**config.mk**
```make
export PLATFORM = sky130hd
export DESIGN_NAME = wb_posted_bus_if
export DESIGN_NICKNAME = d
export VERILOG_FILES = /design/src/rtl/wb_posted_bus_if.sv
export SDC_FILE = /design/constraint.sdc
export NUM_CORES = 1
export LEC_CHECK = 0
export CORE_MARGIN = 10
export CORE_UTILIZATION = 35
export DETAILED_ROUTE_END_ITERATION = 6
export PLACE_DENSITY = 0.64
export SLEW_MARGIN = 20
export SYNTH_ARGS = -nofsm -noshare
export SYNTH_HDL_FRONTEND = slang
export SYNTH_SLANG_ARGS = --single-unit
```
**constraint.sdc**
```tcl
create_clock -name clk -period 3.8 [get_ports clk]
set_clock_uncertainty 0.05 [all_clocks]
set_input_delay 0.57 -clock clk [delete_from_list [all_inputs] [get_ports clk]]
set_output_delay 0.57 -clock clk [all_outputs]
set_load 0.05 [all_outputs]
```
**src/rtl/wb_posted_bus_if.sv**
```systemverilog
// Wishbone master bridge with a posted-write FIFO, bus-error and timeout
// reporting, and read ordering behind buffered writes.
//
// Ports:
//   clk, rst           clock, asynchronous active-high reset
//   hold_i, flush_i    pipeline hold and flush from CTRL
//   cpu_*_i            access request (ce, we, addr, data, sel)
//   cpu_data_o         read data to the pipeline
//   stallreq_o         stall request to CTRL
//   bus_err_o          one-cycle pulse after a bus error or timeout
//   wbuf_count_o       occupied write-buffer entries
//   wishbone_*         Wishbone master signals

module wb_posted_bus_if #(
    parameter int DW         = 32,
    parameter int AW         = 32,
    parameter int WBUF_DEPTH = 4,
    parameter int TIMEOUT    = 255
) (
    input  logic                        clk,
    input  logic                        rst,
    input  logic                        hold_i,
    input  logic                        flush_i,
    input  logic                        cpu_ce_i,
    input  logic                        cpu_we_i,
    input  logic [AW-1:0]               cpu_addr_i,
    input  logic [DW-1:0]               cpu_data_i,
    input  logic [DW/8-1:0]             cpu_sel_i,
    output logic [DW-1:0]               cpu_data_o,
    output logic                        stallreq_o,
    output logic                        bus_err_o,
    output logic [$clog2(WBUF_DEPTH):0] wbuf_count_o,
    input  logic [DW-1:0]               wishbone_data_i,
    input  logic                        wishbone_ack_i,
    input  logic                        wishbone_err_i,
    output logic [AW-1:0]               wishbone_addr_o,
    output logic [DW-1:0]               wishbone_data_o,
    output logic                        wishbone_we_o,
    output logic [DW/8-1:0]             wishbone_sel_o,
    output logic                        wishbone_stb_o,
    output logic                        wishbone_cyc_o
);

    localparam int SW = DW / 8;
    localparam int PW = $clog2(WBUF_DEPTH);
    localparam int CW = PW + 1;
    localparam int TW = (TIMEOUT > 1) ? $clog2(TIMEOUT) : 1;
    localparam bit TO_EN = (TIMEOUT != 0);
    localparam logic [TW-1:0] TO_LAST = TW'(TIMEOUT - 1);
    localparam logic [CW-1:0] FULL_CNT = CW'(WBUF_DEPTH);

    typedef enum logic [1:0] {
        IDLE,
        WRITE,
        READ,
        HOLD
    } state_t;

    state_t state;

    logic [AW-1:0] fifo_addr [WBUF_DEPTH];
    logic [DW-1:0] fifo_data [WBUF_DEPTH];
    logic [SW-1:0] fifo_sel  [WBUF_DEPTH];

    logic [PW-1:0] wr_ptr;
    logic [PW-1:0] rd_ptr;
    logic [CW-1:0] count;
    logic [TW-1:0] to_cnt;
    logic [DW-1:0] rd_data;

    logic full;
    logic empty;
    logic busy;
    logic timeout;
    logic done;
    logic push;
    logic pop;

    // full comes from the registered count only, so a pop in the
    // same cycle never lets a push through.
    assign full  = (count == FULL_CNT);
    assign empty = (count == '0);
    assign busy  = (state == WRITE) || (state == READ);

    assign timeout = TO_EN && busy && (to_cnt == TO_LAST)
                     && !wishbone_ack_i && !wishbone_err_i;

    assign done = busy && (wishbone_ack_i || wishbone_err_i || timeout);

    assign push = cpu_ce_i && cpu_we_i && !flush_i && !hold_i && !full;
    assign pop  = (state == WRITE) && done;

    assign wbuf_count_o = count;

    // Reads stall until they complete on the bus; HOLD releases the
    // stage because the captured data is already in rd_data.
    assign stallreq_o = (cpu_ce_i && cpu_we_i && full)
                        || (cpu_ce_i && !cpu_we_i && !flush_i
                            && !((state == READ) && done)
                            && (state != HOLD));

    always_comb begin
        cpu_data_o = rd_data;
        if ((state == READ) && wishbone_ack_i) begin
            cpu_data_o = wishbone_data_i;
        end else if ((state == READ) && done) begin
            cpu_data_o = '0;
        end
    end

    always_ff @(posedge clk) begin
        if (push) begin
            fifo_addr[wr_ptr] <= cpu_addr_i;
            fifo_data[wr_ptr] <= cpu_data_i;
            fifo_sel[wr_ptr]  <= cpu_sel_i;
        end
    end

    always_ff @(posedge clk or posedge rst) begin
        if (rst) begin
            wr_ptr <= '0;
            rd_ptr <= '0;
            count  <= '0;
        end else begin
            if (push) begin
                wr_ptr <= wr_ptr + PW'(1);
            end
            if (pop) begin
                rd_ptr <= rd_ptr + PW'(1);
            end
            unique case ({push, pop})
                2'b10:   count <= count + CW'(1);
                2'b01:   count <= count - CW'(1);
                default: count <= count;
            endcase
        end
    end

    always_ff @(posedge clk or posedge rst) begin
        if (rst) begin
            state           <= IDLE;
            to_cnt          <= '0;
            rd_data         <= '0;
            bus_err_o       <= 1'b0;
            wishbone_cyc_o  <= 1'b0;
            wishbone_stb_o  <= 1'b0;
            wishbone_we_o   <= 1'b0;
            wishbone_addr_o <= '0;
            wishbone_data_o <= '0;
            wishbone_sel_o  <= '0;
        end else begin
            // ack wins over a simultaneous err
            bus_err_o <= busy && !wishbone_ack_i
                         && (wishbone_err_i || timeout);

            unique case (state)
                IDLE: begin
                    to_cnt <= '0;
                    if (!empty) begin
                        state           <= WRITE;
                        wishbone_cyc_o  <= 1'b1;
                        wishbone_stb_o  <= 1'b1;
                        wishbone_we_o   <= 1'b1;
                        wishbone_addr_o <= fifo_addr[rd_ptr];
                        wishbone_data_o <= fifo_data[rd_ptr];
                        wishbone_sel_o  <= fifo_sel[rd_ptr];
                    end else if (cpu_ce_i && !cpu_we_i && !flush_i) begin
                        state           <= READ;
                        wishbone_cyc_o  <= 1'b1;
                        wishbone_stb_o  <= 1'b1;
                        wishbone_we_o   <= 1'b0;
                        wishbone_addr_o <= cpu_addr_i;
                        wishbone_data_o <= '0;
                        wishbone_sel_o  <= cpu_sel_i;
                    end
                end

                WRITE: begin
                    to_cnt <= to_cnt + TW'(1);
                    if (done) begin
                        state           <= IDLE;
                        wishbone_cyc_o  <= 1'b0;
                        wishbone_stb_o  <= 1'b0;
                        wishbone_we_o   <= 1'b0;
                        wishbone_addr_o <= '0;
                        wishbone_data_o <= '0;
                        wishbone_sel_o  <= '0;
                    end
                end

                READ: begin
                    to_cnt <= to_cnt + TW'(1);
                    if (done) begin
                        rd_data <= wishbone_ack_i ? wishbone_data_i : '0;
                    end
                    // A flush abandons the read; a late ack lands in
                    // IDLE and is ignored there.
                    if (flush_i || done) begin
                        state           <= (hold_i && !flush_i) ? HOLD : IDLE;
                        wishbone_cyc_o  <= 1'b0;
                        wishbone_stb_o  <= 1'b0;
                        wishbone_we_o   <= 1'b0;
                        wishbone_addr_o <= '0;
                        wishbone_data_o <= '0;
                        wishbone_sel_o  <= '0;
                    end
                end

                HOLD: begin
                    if (!hold_i || flush_i) begin
                        state <= IDLE;
                    end
                end

                default: begin
                    state <= IDLE;
                end
            endcase
        end
    end

endmodule

```
Yosys cells after proc, flatten, opt, wreduce, memory -nomap -nowiden:

Memories as Yosys holds them, arrays and structs flattened.
Index checks and enable logic that the tools add are counted.
Widths: inputs -> output; s select.

* bits in registers: 120
* RAM bits: 272
* output and inout port bits: 108
* logic and storage cells: 109
* memories kept: 3

Memory list
* fifo_addr: words 4, width 32, rd ports 1, clocked after memory_dff 0, write ports 1, line 61 `logic [AW-1:0] fifo_addr [WBUF_DEPTH];`
* fifo_data: words 4, width 32, rd ports 1, clocked after memory_dff 0, write ports 1, line 62 `logic [DW-1:0] fifo_data [WBUF_DEPTH];`
* fifo_sel: words 4, width 4, rd ports 1, clocked after memory_dff 0, write ports 1, line 63 `logic [SW-1:0] fifo_sel [WBUF_DEPTH];`

* $add $sub $neg: 5
* eq/ne operators: 12
* mux-type cells: 35
* reductions and logical operators: 42

Operators with widths (number)
* $mux 32: 9
* $pmux 32 s3: 2
* $logic_and 1x1->1: 19
* $mux 4: 4
* $pmux 8 s2: 1
* $mux 2: 6
* $pmux 4 s3: 1
* $add 8x1->8 const B: 1
* $eq 8x8->1 const B: 1
* $mux 1: 8
* $pmux 2 s4: 1
* $reduce_and 4->1: 2
* $logic_not 1->1: 7
* $logic_or 1x1->1: 7
* $eq 2x2->1 const B: 3
* $ne 2x2->1 const B: 3
* $pmux 1 s3: 2
* $pmux 3 s2: 1
* $add 2x1->2 const B: 2
* $eq 2x1->1 const B: 2
* $reduce_bool 2->1: 2
* $add 3x1->3 const B: 1
* $eq 3x3->1 const B: 1
* $logic_not 3->1: 1
* other kinds (7): 7

Longest topological paths before layout:

* depth in word-level cells: 12
* depth in mapped cells: 11
* depth with buffers taken out: 11

Worst setup path before layout:

Ideal clock, no wire load.

* kind: flip-flop to flip-flop
* start point: register count[1], in the netlist wbuf_count_o[1]
* end point: memory fifo_addr[0][0], enable pin
* library setup time: 433 ps
* data arrival time: 3119 ps
* slack: 198 ps
* cell stages (with the launch flop): 5
* period minus slack after synthesis: 3602 ps
* path through: dfrtp_1 inv_1 and3_1 nor4b_4 and2_1

* cells in the longest elaborated chain, start to end: 5

Ends and longest elaborated chain
* start: declaration: line 67 `logic [CW-1:0] count;`
* start signal: assignment: line 132 `2'b10: count <= count + CW'(1);`
* start signal: assignment: line 133 `2'b01: count <= count - CW'(1);`
* start signal: assignment: line 134 `default: count <= count;`
* $eq 3x3->1: line 81 `assign full = (count == FULL_CNT);`
* $logic_not 1->1: line 90 `assign push = cpu_ce_i && cpu_we_i && !flush_i && !hold_i && !full;`
* $logic_and 1x1->1: line 90
* $mux 1: line 112 `if (push) begin`
* $mux 1 (not written as such): line 113 `fifo_addr[wr_ptr] <= cpu_addr_i;`
* end: declaration: line 61

Every way passes these cells.

Worst setup path after layout:

* start point: register state[0]
* end point: output cpu_data_o[9]

* cells in the longest elaborated chain, start to end: 10
* elaborated cells between the ends (all ways): 12
* those cells by class: 2 x eq/ne; 2 x mux; 8 x reduce/logical

Ends and longest elaborated chain
* start: declaration: line 59 `state_t state;`
* start signal: assignment: line 199 `state <= (hold_i && !flush_i) ? HOLD : IDLE;`
* $eq 2x1->1 / $eq 2x2->1 (equally long branches): line 83, 104, 106
* $logic_or 1x1->1: line 83 `assign busy = (state == WRITE) || (state == READ);`
* $logic_and 1x1->1: line 85 `assign timeout = TO_EN && busy && (to_cnt == TO_LAST)`
* $logic_and 1x1->1 (2 in series): line 86 `&& !wishbone_ack_i && !wishbone_err_i;`
* $logic_or 1x1->1: line 88 `assign done = busy && (wishbone_ack_i || wishbone_err_i || timeout);`
* $logic_and 1x1->1: line 88
* $logic_and 1x1->1: line 106 `end else if ((state == READ) && done) begin`
* $mux 32: line 106
* $mux 32 (*): line 104 `if ((state == READ) && wishbone_ack_i) begin`
* end: declaration: line 29 `output logic [DW-1:0] cpu_data_o,`

Mark *: on every way between the ends. The rest lies on a longest branch, timed or not.

==> summary by stage <==
CTS
The TritonCTS clock tree is built. The clock reaches the later pin of the worst-skew pair after 0.56 ns. The number of clock sinks is 392. The buffer levels on the longest clock path is 3.

In this run, post-CTS repair resized a total of 0 instances. Clock tree synthesis selected as its root buffer the cell clkbuf_16. The number of H-tree levels is 2.

Once the clock tree was built, the setup fixing pass inserted 0 buffers. The CTS buffer count is 42. The clock-pin slew reported for the worst setup and hold paths after clock tree synthesis is 0.06 ns. The quantity of hold-fixing buffers added after cts is 0.

Worst setup path
The arrival time reported for the critical path endpoint is 2.56 ns. Traced cell by cell, the critical path runs through inv_1 -> ha_1 -> nand3_1 -> buf_4 -> nand2_1 -> o21ai_1 -> buf_12. In this run the worst path has a maximum fanout of 33. STA classifies the critical path startpoint as a flip-flop. The largest single stage delay on the critical path is 0.49 ns. The type of element capturing the critical path is an output port. The slowest stage of the critical path belongs to the cell ha_1. The critical path in this run is classified as reg2out. The worst setup slack for register-to-register paths is 1.10 ns.

At the worst endpoint, the required time is 3.18 ns.

Synth
The number of flops mapped to enable cells by yosys is 272. The share of flip-flops with an asynchronous set or reset after synthesis is 30.61%. The synthesized netlist net count is 1103.

The area of the mapped netlist is 15450 sq um. The warning count from the yosys run is 0. The average instance area after synthesis is 15.74 sq um.

The count of distinct cell types in the synthesized netlist is 44. The cell count after synthesis is 982. Counting flops and latches in the post-synthesis netlist gives 392. The top flip-flop cell by instance count after synthesis is edfxtp_1. Of the synthesized area, sequential elements account for 72.29%.

Cells and area
The number of fill cells in the layout is 3832. The repair_antennas step left the layout with diodes totalling 0. The number of nets in the final layout is 1324. The fraction of final layout cells sized beyond drive strength 1 is 15.38%.

The final design area excluding fillers is 19640 sq um. From synthesis to final layout, the design area changed by 27.11%. Measured on the finished design, the core utilization comes to 45.30%.

STA
Setup repair after global routing left no endpoint under its margin. The number of failing hold endpoints at the final stage is 0. The worst hold-check slack is 0.3079 ns. At the pin with the least slew margin, the transition time is 1.102 ns.

Setup total negative slack on the finished layout was measured at 0 ns. The final setup violation count is 0. Static timing analysis puts the maximum clock frequency at 0.3146 GHz.

The final period utilization is 83.65%. The final critical delay including setup and external delays is 3.179 ns. The max-slew violation count came to 0. Measured against its own limit, the worst slew margin works out to 26.50%.

Power and ir drop
Internal power comes to 9830 uW. The worst-case IR drop observed on VDD is 0.0003470 V. Net switching is 37.07% of the power. For this design the total switching power over the nets is 5791 uW. Combinational cells account for 37.5% of the total power. The leakage power is 0.007115 uW. The power per unit of standard cell area is 795.2 nW/um^2.

The share of total power dissipated in sequential elements is 36.8%. The share of total power dissipated in the clock network is 25.6%.

GRT
The first global-routing pass estimated 55060 um of wire. Global routing finished with a remaining overflow of 0. The initial antenna violation count is 4. Global routing consumed, over all layers together, 13.28% of the routing resources. Entering global routing, the biggest net connects 70 pins. The via count of the first global-routing pass is 9179.

Job
The number of maximum-capacitance violations is 0.

Floorplan
The horizontal extent of the die is 230.1 um. Pin placement for this block handled 216 I/O pins. The floorplan row count is 76. The starting utilization of the core area is 35.64%. The placeable core region is 43360 sq um.

The height of the die is 230.1 um. The area of the die is 52960 sq um.

Run status
The run finished with clean final reports.

Detailed routing
After detailed routing, the number of vias per cell comes to 4.834. After the first detailed-routing iteration, the DRC count stood at 507. The met3 layer wire length in the routed design is 2128 um. The detailed router put a total of 15700 um of wire on met1.

The detailed-route via count is 8798. The number of nets with antenna violations after detailed routing is 0. The first detailed-routing pass took 5 iterations. In the routed design, unresolved DRC markers number 0. The mean routed wirelength per cell is 19.35 um. The top layer used by detailed routing is met5.

For this block, the routed nets add up to 35220 um of wire. Wire segments on met2 add up to 16730 um in the final route.

Placement
Summed over all nets, the half-perimeter wirelength after detailed placement is 22320 um. Routability-driven placement finished with a final weighted congestion of 0.7630. The number of I/O port buffers is 215. In this run the cell area measured after placement is 18290 sq um.

Hold path
The path class of the lowest-slack min-delay path is in2async.
==> kinds of logic (layout without fill, tap and decap cells) <==
kind of cell	count (synthesis)	count (layout)	share of synthesized area [%]
flops	392	392	72.29
simple gates	279	279	7.498
compound gates	115	115	3.975
mux	109	109	12.57
buf+inv	65	318	2.056
fa+ha+maj	13	13	1.101
xor+xnor	9	9	0.5100
==> metrics by stage <==
stage	cells	setup slack, ns	power [uW]
global route	1820	0.3542	16490
global placement	1744	0.8576	11780
CTS	1820	0.5655	15910
floorplan	982	0.1976	9858
detailed placement	1744	0.8203	11840
finish	1820	0.6212	15620
==> worst paths after layout <==
check / start / to / cells after the start
worst min-delay path: rst / rd_data[6] / 2
worst max register to register: state[0] / wishbone_addr_o[22] / 5
worst min register to register: rd_data[1] / rd_data[1] / 2
worst max-delay path: state[0] / cpu_data_o[9] / 7
max in group asynchronous: rst / rd_data[28] / 3
min in group clk: rd_data[1] / rd_data[1] / 2
==> routing by layer <==
metal	vias up	GRT usage, %
li1	4071	-
met1	4460	17.05
met2	207	21.51
met3	52	4.100
met4	8	3.392
met5	-	0
==> cell usage after synthesis (2+ instances only) <==
library cell,number,area share (%)
a22o_1,2,0.11
mux2i_1,40,2.6
edfxtp_1,272,53
o21ai_0,5,0.16
inv_1,10,0.24
xor2_1,4,0.23
a21oi_1,2,0.065
mux4_2,68,9.9
xnor2_1,5,0.28
buf_6,3,0.22
nand3_1,4,0.13
nand4_1,3,0.12
nand2_1,238,5.8
and3_1,3,0.12
clkbuf_1,27,0.66
dfrtp_1,120,19
nor2_1,11,0.27
and2_1,5,0.20
o21ai_1,101,3.3
buf_2,14,0.45
ha_1,12,0.97
nor2b_1,2,0.081
buf_4,9,0.44
nor4b_1,2,0.11
==> state kept, by name, summed over array words and instances (netlist names), 3 cells and up <==
name / flops
fifo_sel: 16
wishbone_addr_o: 32
wishbone_data_o: 32
wishbone_sel_o: 4
wbuf_count_o: 3
to_cnt: 8
rd_data: 32
fifo_addr: 128
fifo_data: 128
==> cell type report <==
class | instances | area [sq um] | area share (%)
clock inverter | 14 | 185.2 | 0.9427
sequential | 392 | 11180 | 56.91
multi-input combinational | 525 | 3996 | 20.35
tap | 585 | 732.0 | 3.726
clock buffer | 62 | 1166 | 5.937
timing repair buffer | 231 | 2340 | 11.91
inverter | 11 | 45.04 | 0.2293
==> worst max-delay path: cells and delay by family, from the launching register on <==
kind                       cells  cell delay, ns
buffers and inverters          3            0.62
and+or+nand+nor                2            0.26
DFF                            1            0.39
AOI/OAI and AO/OA              1            0.24
adders and majority gates      1            0.49
==> power groups by stage <==
| stage | Combinational, uW | Sequential, uW | Clock [uW] |
|---|---|---|---|
| floorplan | 3370 | 6490 | 0 |
| global placement | 5930 | 5840 | 0 |
| detailed placement | 5980 | 5860 | 0 |
| CTS | 6000 | 5780 | 4130 |
| global route | 6330 | 5850 | 4300 |
| finish | 5860 | 5750 | 4010 |
==> layout by cell type (no fill, tap or decap), types with 2 or more instances in the layout <==
master	count
dfrtp_1	118
nand2_1	238
nor2_1	10
clkinvlp_4	3
nor2b_1	2
o21ai_1	101
clkinv_2	2
clkbuf_16	42
clkdlybuf4s50_1	182
a22o_1	2
a21oi_1	2
buf_12	12
nand4_1	3
o21ai_0	5
buf_4	37
xnor2_1	5
and2_4	4
clkbuf_8	4
ha_1	12
inv_1	9
clkbuf_1	16
dfrtp_4	2
bufinv_16	4
nand3_1	4
mux4_2	68
clkinv_1	4
edfxtp_1	272
and3_1	2
nor4b_1	2
xor2_1	4
mux2i_1	40
Note: power is estimated with default switching activity, not from simulation.
